==> src/rtl/vm2002_ctrl.sv <==
// vm2002_ctrl: coin vending controller (credit in nickels, per-item stock, registered outputs).
// Build option: define VM2002_CHANGE_EN to compile in the CHANGE state and greedy coin return.
module vm2002_ctrl #(
  parameter int MAX_CREDIT = 60,
  parameter int STOCK_INIT = 4
) (
  input  logic       clk,
  input  logic       reset,
  input  logic       coin_valid,
  input  logic [1:0] coin,
  input  logic       select_valid,
  input  logic [2:0] select,
  input  logic       cancel,
  input  logic       restock,
  output logic       coin_reject,
  output logic       dispense_valid,
  output logic [2:0] dispense_item,
  output logic       change_valid,
  output logic [1:0] change_coin,
  output logic [7:0] credit,
  output logic [1:0] status,
  output logic       busy
);

  localparam logic [1:0] NICKEL      = 2'd0;
  localparam logic [1:0] DIME        = 2'd1;
  localparam logic [1:0] QUARTER     = 2'd2;
  localparam logic [1:0] ILLEGALCOIN = 2'd3;

  localparam logic [1:0] AVAILABE    = 2'd0;
  localparam logic [1:0] UNAVAILABLE = 2'd1;
  localparam logic [1:0] ERROR       = 2'd2;

  localparam logic [1:0] IDLE     = 2'd0;
  localparam logic [1:0] CREDIT   = 2'd1;
  localparam logic [1:0] DISPENSE = 2'd2;
`ifdef VM2002_CHANGE_EN
  localparam logic [1:0] CHANGE   = 2'd3;
`endif

  localparam logic [7:0] MAX_C     = 8'(MAX_CREDIT);
  localparam logic [3:0] STOCK_RST = 4'(STOCK_INIT);

  function automatic logic [7:0] coinValue(input logic [1:0] c);
    logic [7:0] v;
    v = 8'd0;
    case (c)
      NICKEL:      v = 8'd1;
      DIME:        v = 8'd2;
      QUARTER:     v = 8'd5;
      ILLEGALCOIN: v = 8'd0;
    endcase
    return v;
  endfunction

  function automatic logic [7:0] itemCost(input logic [2:0] item);
    logic [7:0] c;
    case (item)
      3'd0:                c = 8'd10;
      3'd1, 3'd2, 3'd3:    c = 8'd20;
      3'd4:                c = 8'd40;
      3'd5:                c = 8'd25;
      3'd6:                c = 8'd30;
      default:             c = 8'd35;
    endcase
    return c;
  endfunction

  logic [1:0] r_state;
  logic [7:0] r_credit;
  logic [1:0] r_status;
  logic [2:0] r_sel;
  logic       r_coinReject;
  logic       r_dispValid;
  logic       r_busy;
  logic [3:0] r_stock [8];

  logic [1:0] w_nextState;
  logic [7:0] w_nextCredit;
  logic [1:0] w_nextStatus;
  logic [2:0] w_nextSel;
  logic       w_coinReject;
  logic       w_dispValid;
  logic       w_stockDec;
  logic       w_busyNext;
  logic [7:0] w_coinVal;
  logic [8:0] w_coinSum;
  logic       w_coinOk;

  assign w_coinVal = coinValue(coin);
  assign w_coinSum = {1'b0, r_credit} + {1'b0, w_coinVal};
  assign w_coinOk  = (w_coinVal != 8'd0) && (w_coinSum <= {1'b0, MAX_C});

`ifdef VM2002_CHANGE_EN
  logic       r_changeValid;
  logic [1:0] r_changeCoin;
  logic       w_changeValid;
  logic [1:0] w_changeCoin;
  logic [1:0] w_greedyCoin;

  // Largest coin that still fits in the credit left to return.
  assign w_greedyCoin = (r_credit >= 8'd5) ? QUARTER :
                        (r_credit >= 8'd2) ? DIME : NICKEL;
`else
  logic w_unusedCancel;
  assign w_unusedCancel = cancel;
`endif

  always_comb begin
    w_nextState  = r_state;
    w_nextCredit = r_credit;
    w_nextStatus = r_status;
    w_nextSel    = r_sel;
    w_coinReject = 1'b0;
    w_dispValid  = 1'b0;
    w_stockDec   = 1'b0;
`ifdef VM2002_CHANGE_EN
    w_changeValid = 1'b0;
    w_changeCoin  = NICKEL;
`endif
    case (r_state)
      IDLE: begin
        if (coin_valid) begin
          if (w_coinOk) begin
            w_nextCredit = w_coinSum[7:0];
            w_nextState  = CREDIT;
          end else begin
            w_coinReject = 1'b1;
          end
        end
      end
      CREDIT: begin
        // cancel beats select beats coin; a coin that loses is bounced
`ifdef VM2002_CHANGE_EN
        if (cancel) begin
          w_coinReject  = coin_valid;
          w_nextState   = CHANGE;
          w_changeValid = 1'b1;
          w_changeCoin  = w_greedyCoin;
          w_nextCredit  = r_credit - coinValue(w_greedyCoin);
        end else
`endif
        if (select_valid) begin
          w_coinReject = coin_valid;
          if (r_stock[select] == 4'd0) begin
            w_nextStatus = UNAVAILABLE;
          end else if (r_credit < itemCost(select)) begin
            w_nextStatus = ERROR;
          end else begin
            w_nextState  = DISPENSE;
            w_nextSel    = select;
            w_nextCredit = r_credit - itemCost(select);
            w_stockDec   = 1'b1;
            w_dispValid  = 1'b1;
            w_nextStatus = AVAILABE;
          end
        end else if (coin_valid) begin
          if (w_coinOk) w_nextCredit = w_coinSum[7:0];
          else          w_coinReject = 1'b1;
        end
      end
      DISPENSE: begin
        w_coinReject = coin_valid;
        if (r_credit == 8'd0) begin
          w_nextState = IDLE;
        end else begin
`ifdef VM2002_CHANGE_EN
          w_nextState   = CHANGE;
          w_changeValid = 1'b1;
          w_changeCoin  = w_greedyCoin;
          w_nextCredit  = r_credit - coinValue(w_greedyCoin);
`else
          w_nextState = CREDIT;
`endif
        end
      end
`ifdef VM2002_CHANGE_EN
      CHANGE: begin
        w_coinReject = coin_valid;
        if (r_credit == 8'd0) begin
          w_nextState = IDLE;
        end else begin
          w_changeValid = 1'b1;
          w_changeCoin  = w_greedyCoin;
          w_nextCredit  = r_credit - coinValue(w_greedyCoin);
        end
      end
`endif
      default: w_nextState = IDLE;
    endcase
  end

`ifdef VM2002_CHANGE_EN
  assign w_busyNext = (w_nextState == DISPENSE) || (w_nextState == CHANGE);
`else
  assign w_busyNext = (w_nextState == DISPENSE);
`endif

  always_ff @(posedge clk) begin
    if (reset) begin
      r_state      <= IDLE;
      r_credit     <= 8'd0;
      r_status     <= AVAILABE;
      r_sel        <= 3'd0;
      r_coinReject <= 1'b0;
      r_dispValid  <= 1'b0;
      r_busy       <= 1'b0;
    end else begin
      r_state      <= w_nextState;
      r_credit     <= w_nextCredit;
      r_status     <= w_nextStatus;
      r_sel        <= w_nextSel;
      r_coinReject <= w_coinReject;
      r_dispValid  <= w_dispValid;
      r_busy       <= w_busyNext;
    end
  end

  // Restock reloads everything and overrides a decrement in the same cycle.
  always_ff @(posedge clk) begin
    if (reset || restock) begin
      for (int k = 0; k < 8; k++) r_stock[k] <= STOCK_RST;
    end else if (w_stockDec) begin
      r_stock[w_nextSel] <= r_stock[w_nextSel] - 4'd1;
    end
  end

`ifdef VM2002_CHANGE_EN
  always_ff @(posedge clk) begin
    if (reset) begin
      r_changeValid <= 1'b0;
      r_changeCoin  <= NICKEL;
    end else begin
      r_changeValid <= w_changeValid;
      r_changeCoin  <= w_changeCoin;
    end
  end

  assign change_valid = r_changeValid;
  assign change_coin  = r_changeCoin;
`else
  assign change_valid = 1'b0;
  assign change_coin  = NICKEL;
`endif

  assign coin_reject    = r_coinReject;
  assign dispense_valid = r_dispValid;
  assign dispense_item  = r_sel;
  assign credit         = r_credit;
  assign status         = r_status;
  assign busy           = r_busy;

endmodule
==> config.mk <==
export PLATFORM = sky130hd
export DESIGN_NAME = vm2002_ctrl
export DESIGN_NICKNAME = d
export VERILOG_FILES = /design/src/rtl/vm2002_ctrl.sv
export SDC_FILE = /design/constraint.sdc
export NUM_CORES = 1
export LEC_CHECK = 0
export ABC_AREA = 1
export ABC_CLOCK_PERIOD_IN_PS = 3900
export CAP_MARGIN = 20
export CORE_ASPECT_RATIO = 1.5
export CORE_MARGIN = 1
export CORE_UTILIZATION = 53
export CTS_BUF_LIST = sky130_fd_sc_hd__clkbuf_16
export DETAILED_ROUTE_END_ITERATION = 8
export PLACE_DENSITY = 0.77
export SYNTH_ARGS = -nofsm -noshare
export SYNTH_HDL_FRONTEND = slang
export SYNTH_SLANG_ARGS = --single-unit
export TNS_END_PERCENT = 100
==> constraint.sdc <==
create_clock -name clk -period 3.9 [get_ports clk]
set_clock_uncertainty 0.2 [all_clocks]
set_input_delay 0.975 -clock clk [delete_from_list [all_inputs] [get_ports clk]]
set_output_delay 0.975 -clock clk [all_outputs]
set_load 0.05 [all_outputs]
Yosys cells after proc, flatten, opt, wreduce, memory -nomap -nowiden
Memory sizes are Yosys's and may differ from the RTL's. Index checks and enable logic that the tools add are counted.

Logic and storage cells: 84. Flip-flop bits (word level): 18. Memories: 1. Memory bits (writable): 32.

Order comparisons: 2. Reduce and logical (&&, ||, !) cells: 13. Multiplexer cells: 44. Add/sub/neg operators: 3. Equal/unequal tests: 14.

Memory list: r_stock (words 8, bits a word 4, read ports 2, clocked after memory_dff 0, write ports 8, line 76) `logic [3:0] r_stock [8];`.

Operators by type and width (number): $mux 8 (12); $pmux 8 s4 (1); $pmux 6 s5 (1); $pmux 8 s2 (1); $mux 3 (5); $mux 1 (14); $mux 2 (7); $add 8x8->9 (1); $eq 3x3->1 const B (3); $le 9x6->1 const B (1); $eq 2x2->1 const B (4); $logic_not 8->1 (1); $lt 8x8->1 (1); $reduce_bool 8->1 (1); $sub 8x8->8 (1); $eq 3x2->1 const B (2); $ne 3x3->1 const B (2); $pmux 2 s3 (1); $eq 2x1->1 const B (2); $logic_not 2->1 (2); $logic_not 4->1 (1); $mux 4 (1); $reduce_or 4->1 (1); $sub 4x1->4 const B (1); 9 further kinds (9).

Longest topological paths before layout
Depth after elaboration: 16. Gate-level depth with buffers: 23. Gate-level depth less buffers: 22.

Least setup slack after synthesis
No wires, ideal clock.

Path kind: input port to flip-flop. From: input select[1]. To: memory r_stock[0][2] (data pin). Cell stages on the path: 21. Library setup time: 262 ps. Path slack: -208 ps. Arrival time: 3645 ps. Path through: buf_6 -> nor2_2 -> inv_1 -> nand2_1 -> o21ai_0 -> fa_1 -> nand3_1 -> nand2_1 -> nand3_1 -> nand2_2 -> nand4_4 -> nand2_4 -> nand2_8 -> buf_12 -> nand2_1 -> nand3_1 -> nand2_1 -> nor2_2 -> ha_1 -> xor2_4 -> nand2_1.

RTL lines: start, declared (line 12) `input logic [2:0] select,`; end, declared (line 76).

==> run summary <==
The peak ir drop on the vdd network is 0.2699 mV, and the number of buffer and inverter stages on the critical path is 5. Max-cap violations in this run came to 0. The cell leakage power was 2.094 nW.

The run finished with clean final reports. The tree built by TritonCTS fans out to 50 sinks. Most used flip-flop cell after synthesis: sky130_fd_sc_hd__edfxtp_1. For the highest clock rate, the log shows 261.8 MHz. The critical path goes through buf_4, buf_6, nand2_2, nand3_2, ha_4, buf_4, nand2_1, inv_2, nand3_2, nand2_2, nand4_4, nand2_8, buf_12, nand3b_1, nand3_1, nand2_2, nor2_4, ha_4, xor2_4, nand2_1. The endpoint arrival time on the critical path is 3.66 ns. The violation count after the first detailed-routing iteration came out at 169.

The kind of cell with the highest combined delay along the critical path is simple AND/OR/NAND/NOR gates. The number of flops mapped to enable cells by yosys came out at 32. The run gives 0 as the final max-slew violation count.

Once detail routing completed, the nets flagged for antenna violations numbered 0. The clock passes through at most 2 buffers. The sequential group share of total power is 36.1%.

Shortest period the worst path allows: 3.820 ns. The critical path starts at select[0]. The logs give 35 for the row count and 3440 sq um for the post-synth design cell area. The worst register-to-register path has a depth of 18.

Summed over all layers, the routed wires come to 9.854 mm. After detailed routing, the average wire length per cell comes to 15.57 microns. After filler insertion, the fill cell instance count of the layout stands at 434. After the flow finishes, the layout carries non-filler instances totaling 633.

The tools report the number of placed I/O pins as 30. After synthesis, the netlist uses 41 different library cells. For this run, the slowest stage of the critical path takes 0.28 ns. Per-instance average area after synthesis: 7.510 sq um. The clock transition at the registers of the reported paths came out at 0.07 ns. Of all nets on the critical path, the largest fanout is 8.

The count of final hold-check violations was 0. The worst hold path belongs to the class flip-flop to flip-flop. Of the available clock period, the critical path in the final layout requires 97.95%. 0 antenna diodes ended up in the layout. For the worst setup path, the data required time is 3.74 ns.

Number of cells traversed by the worst hold path: 2. For the final routed database, the setup TNS stands at 0 ns. Dividing total power by cell area gives a power density of 358.2 nW/um^2. For the number of global-route vias before repair, the log shows 3395.

The worst setup path is captured at a flip-flop. Per report_power, the clock group accounts for 30.7% of the total. Of the synthesized area, sequential elements account for 38.41%. Among all stages on the critical path, the largest delay is contributed by sky130_fd_sc_hd__ha_4.

Number of warnings issued by yosys: 0. In this run, the combinational gates consume 33.2% of the power. The first global-routing pass estimated 14.51 mm of wire. For the number of antenna violations at the first check in global routing, the log shows 0. After legalization and detailed placement, the total HPWL measured 6.695 mm. The net switching fraction of the power is 33.60%. The most repeated library cell on the critical path is sky130_fd_sc_hd__nand2_2. Summed over all instances, the cell type with the most area after synthesis is sky130_fd_sc_hd__edfxtp_1. Summed over its instances, the top area cell type makes up 27.94% of the synthesized netlist area.

The count of input and output buffers was 25. The worst hold margin was 0.2680 ns. In this run the most critical hold path is launched from status[1]. The logs give 458 for the gate count of the mapped netlist and 0.29 ns for the clock latency reported for the late side of the worst-skew pair.

The tools report the area of placed instances as 4220 sq um. The path with the worst hold slack has its endpoint at status[1]. Setup violations remaining at the end of the flow were counted as 0.

The global-route usage over all layers was 28.52%. The remaining global-route overflow came out at 0. In the final layout, the share of cells above drive strength 1 is 30.05%.

The tools report the terminus of the critical flop-to-flop path as r_stock[6][2]. The die covers 6823 sq um. Critical path depth in cells: 20. For this configuration, the core starts out at a cell density of 55.31%. The area of the placeable core was 6218 sq um; the maximum number of pins on one net before global-route repair was 18. The run gives 2 as the number of levels in the clock H-tree. From synthesis to final layout, the design area changed by 37.18%. The tools report the total placed cells including tap cells as 611. The startpoint identified for the worst register-to-register timing path is credit[0].

Dividing the detail-routed via count by the number of cells gives 5.461. The tree is rooted in a sky130_fd_sc_hd__clkbuf_16. Headroom to the max-slew limit came out at 66.68%. In this run, synthesis produced a sequential element count of 50.

The height of the die was 100.7 microns; the reg2reg setup slack was 0.56 ns. The fraction of registers with async set/reset came out at 0%. At the pin with the least slew margin, the transition time is 0.4983 ns. The net count of the finished layout is 581. In the post-synthesis netlist, the biggest area contributors are sky130_fd_sc_hd__edfxtp_1 (28%), sky130_fd_sc_hd__dfxtp_1 (10%), sky130_fd_sc_hd__nand2_1 (9.9%). TritonCTS built the clock tree.

The critical path is of the input port to flip-flop type. The number of hold buffers added after CTS was 0. The type of origin of the critical path was an input port.

Cell internal power was estimated by the tool at 0.001122 W. For this design the total switching power over the nets is 0.0005678 W. After routing the design area is 4718 sq um.

The die is 67.78 microns wide. The congestion estimate from routability-driven global placement came to 0.9179. The number of clock buffers added by TritonCTS is 5. Cells fill 75.88% of the core in the end. The first detailed-routing pass ran for 5 iterations. The routed layout has 3457 vias. For the number of DRC violations after detailed routing, the log shows 0.
==> worst max-delay path by stage <==
| stage | endpoint |
|---|---|
| 2_1_floorplan | r_stock[0][2] |
| 3_3_place_gp | r_stock[4][2] |
| 3_5_place_dp | r_stock[0][2] |
| 4_1_cts | r_stock[7][2] |
| 5_1_grt | r_stock[3][2] |
| 6_report | r_stock[6][2] |
==> kinds of logic after synthesis <==
family,count (synthesis),share of synthesized area [%]
compound gates,42,6.985
xor+xnor,6,2.074
fa+ha+maj,12,4.802
buf+inv,99,12.48
flops,50,38.41
other cells,1,0.1090
simple gates,248,35.14
==> worst register-to-register path: cells and delay by family (launching register included) <==
kind / cells / cell delay [ns]
AND/OR/NAND/NOR: 11 / 1.33
adder cells (fa/ha/maj): 3 / 0.62
flip-flops: 1 / 0.36
buffers and inverters: 3 / 0.30
XOR/XNOR: 1 / 0.28
==> placed cells by master (no fill, tap or decap), types with 5 or more instances in the layout <==
cell type / n
sky130_fd_sc_hd__a211oi_1: 7
sky130_fd_sc_hd__a21oi_1: 13
sky130_fd_sc_hd__buf_4: 68
sky130_fd_sc_hd__buf_6: 8
sky130_fd_sc_hd__clkbuf_16: 5
sky130_fd_sc_hd__clkdlybuf4s50_1: 22
sky130_fd_sc_hd__dfxtp_1: 18
sky130_fd_sc_hd__edfxtp_1: 32
sky130_fd_sc_hd__ha_1: 7
sky130_fd_sc_hd__inv_1: 80
sky130_fd_sc_hd__inv_2: 6
sky130_fd_sc_hd__nand2_1: 75
sky130_fd_sc_hd__nand2_2: 23
sky130_fd_sc_hd__nand3_1: 36
sky130_fd_sc_hd__nand3_2: 9
sky130_fd_sc_hd__nand3b_1: 8
sky130_fd_sc_hd__nor2_1: 64
sky130_fd_sc_hd__nor2_2: 11
sky130_fd_sc_hd__nor2_4: 5
sky130_fd_sc_hd__o21ai_0: 11
==> per-stage QoR <==
step / power, W / setup slack, ns
2_1_floorplan: 0.0009208 / 0.01979
3_5_place_dp: 0.001099 / -0.6910
4_1_cts: 0.001633 / 0.002744
5_1_grt: 0.001750 / -0.08389
3_3_place_gp: 0.001086 / -0.6153
6_report: 0.001690 / 0.08014
==> timing repair <==
item	4_1_cts	5_1_grt
gates cloned	1	0
setup buffers	5	8
pin swaps	13	27
setup endpoints to repair	64	64
resized for setup	25	46
==> power groups by stage <==
| stage | Sequential, W | Clock [W] | Combinational [W] |
|---|---|---|---|
| floorplan | 0.000661 | 0 | 0.000260 |
| global placement | 0.000619 | 0 | 0.000467 |
| detailed placement | 0.000621 | 0 | 0.000479 |
| CTS | 0.000609 | 0.000516 | 0.000507 |
| global route | 0.000613 | 0.000536 | 0.000601 |
| finish | 0.000611 | 0.000518 | 0.000561 |
==> per-layer routing <==
| layer | GRT usage (%) | share of wire [%] | wire, microns |
|---|---|---|---|
| met3 | 3.959 | 4.0 | 390 |
| met4 | 20.03 | 6.2 | 610 |
| met2 | 54.15 | 56 | 5500 |
| met5 | 0 | 0 | 0 |
| met1 | 26.17 | 34 | 3352 |
==> cell usage after synthesis, drive strengths merged, types with 2 or more instances <==
cell type / n
inv: 87
a21oi: 14
edfxtp: 32
fa: 2
xnor2: 2
dfxtp: 18
o21ai: 16
ha: 10
a211oi: 7
nand4: 4
nand3: 48
xor2: 4
nand3b: 8
nand2: 103
nor2: 82
buf: 11
==> state kept, by name, summed over array words and instances, names as in the netlist <==
| signal | cells |
|---|---|
| status | 2 |
| coin_reject | 1 |
| r_stock | 32 |
| r_state | 2 |
| credit | 8 |
| dispense_item | 3 |
| busy | 1 |
| dispense_valid | 1 |
==> area by class of cell <==
cell class              instances  area, sq um  share of cell area [%]
well taps                      74        92.59                   1.962
inverters                      87        329.1                   6.974
clock buffers                   5        125.1                   2.652
clock inverters                 3        48.80                   1.034
flip-flops and latches         50         1321                   28.00
multi-input cells             312         1931                   40.92
repair buffers                102        870.8                   18.46
(Power assumes the default switching activity.)
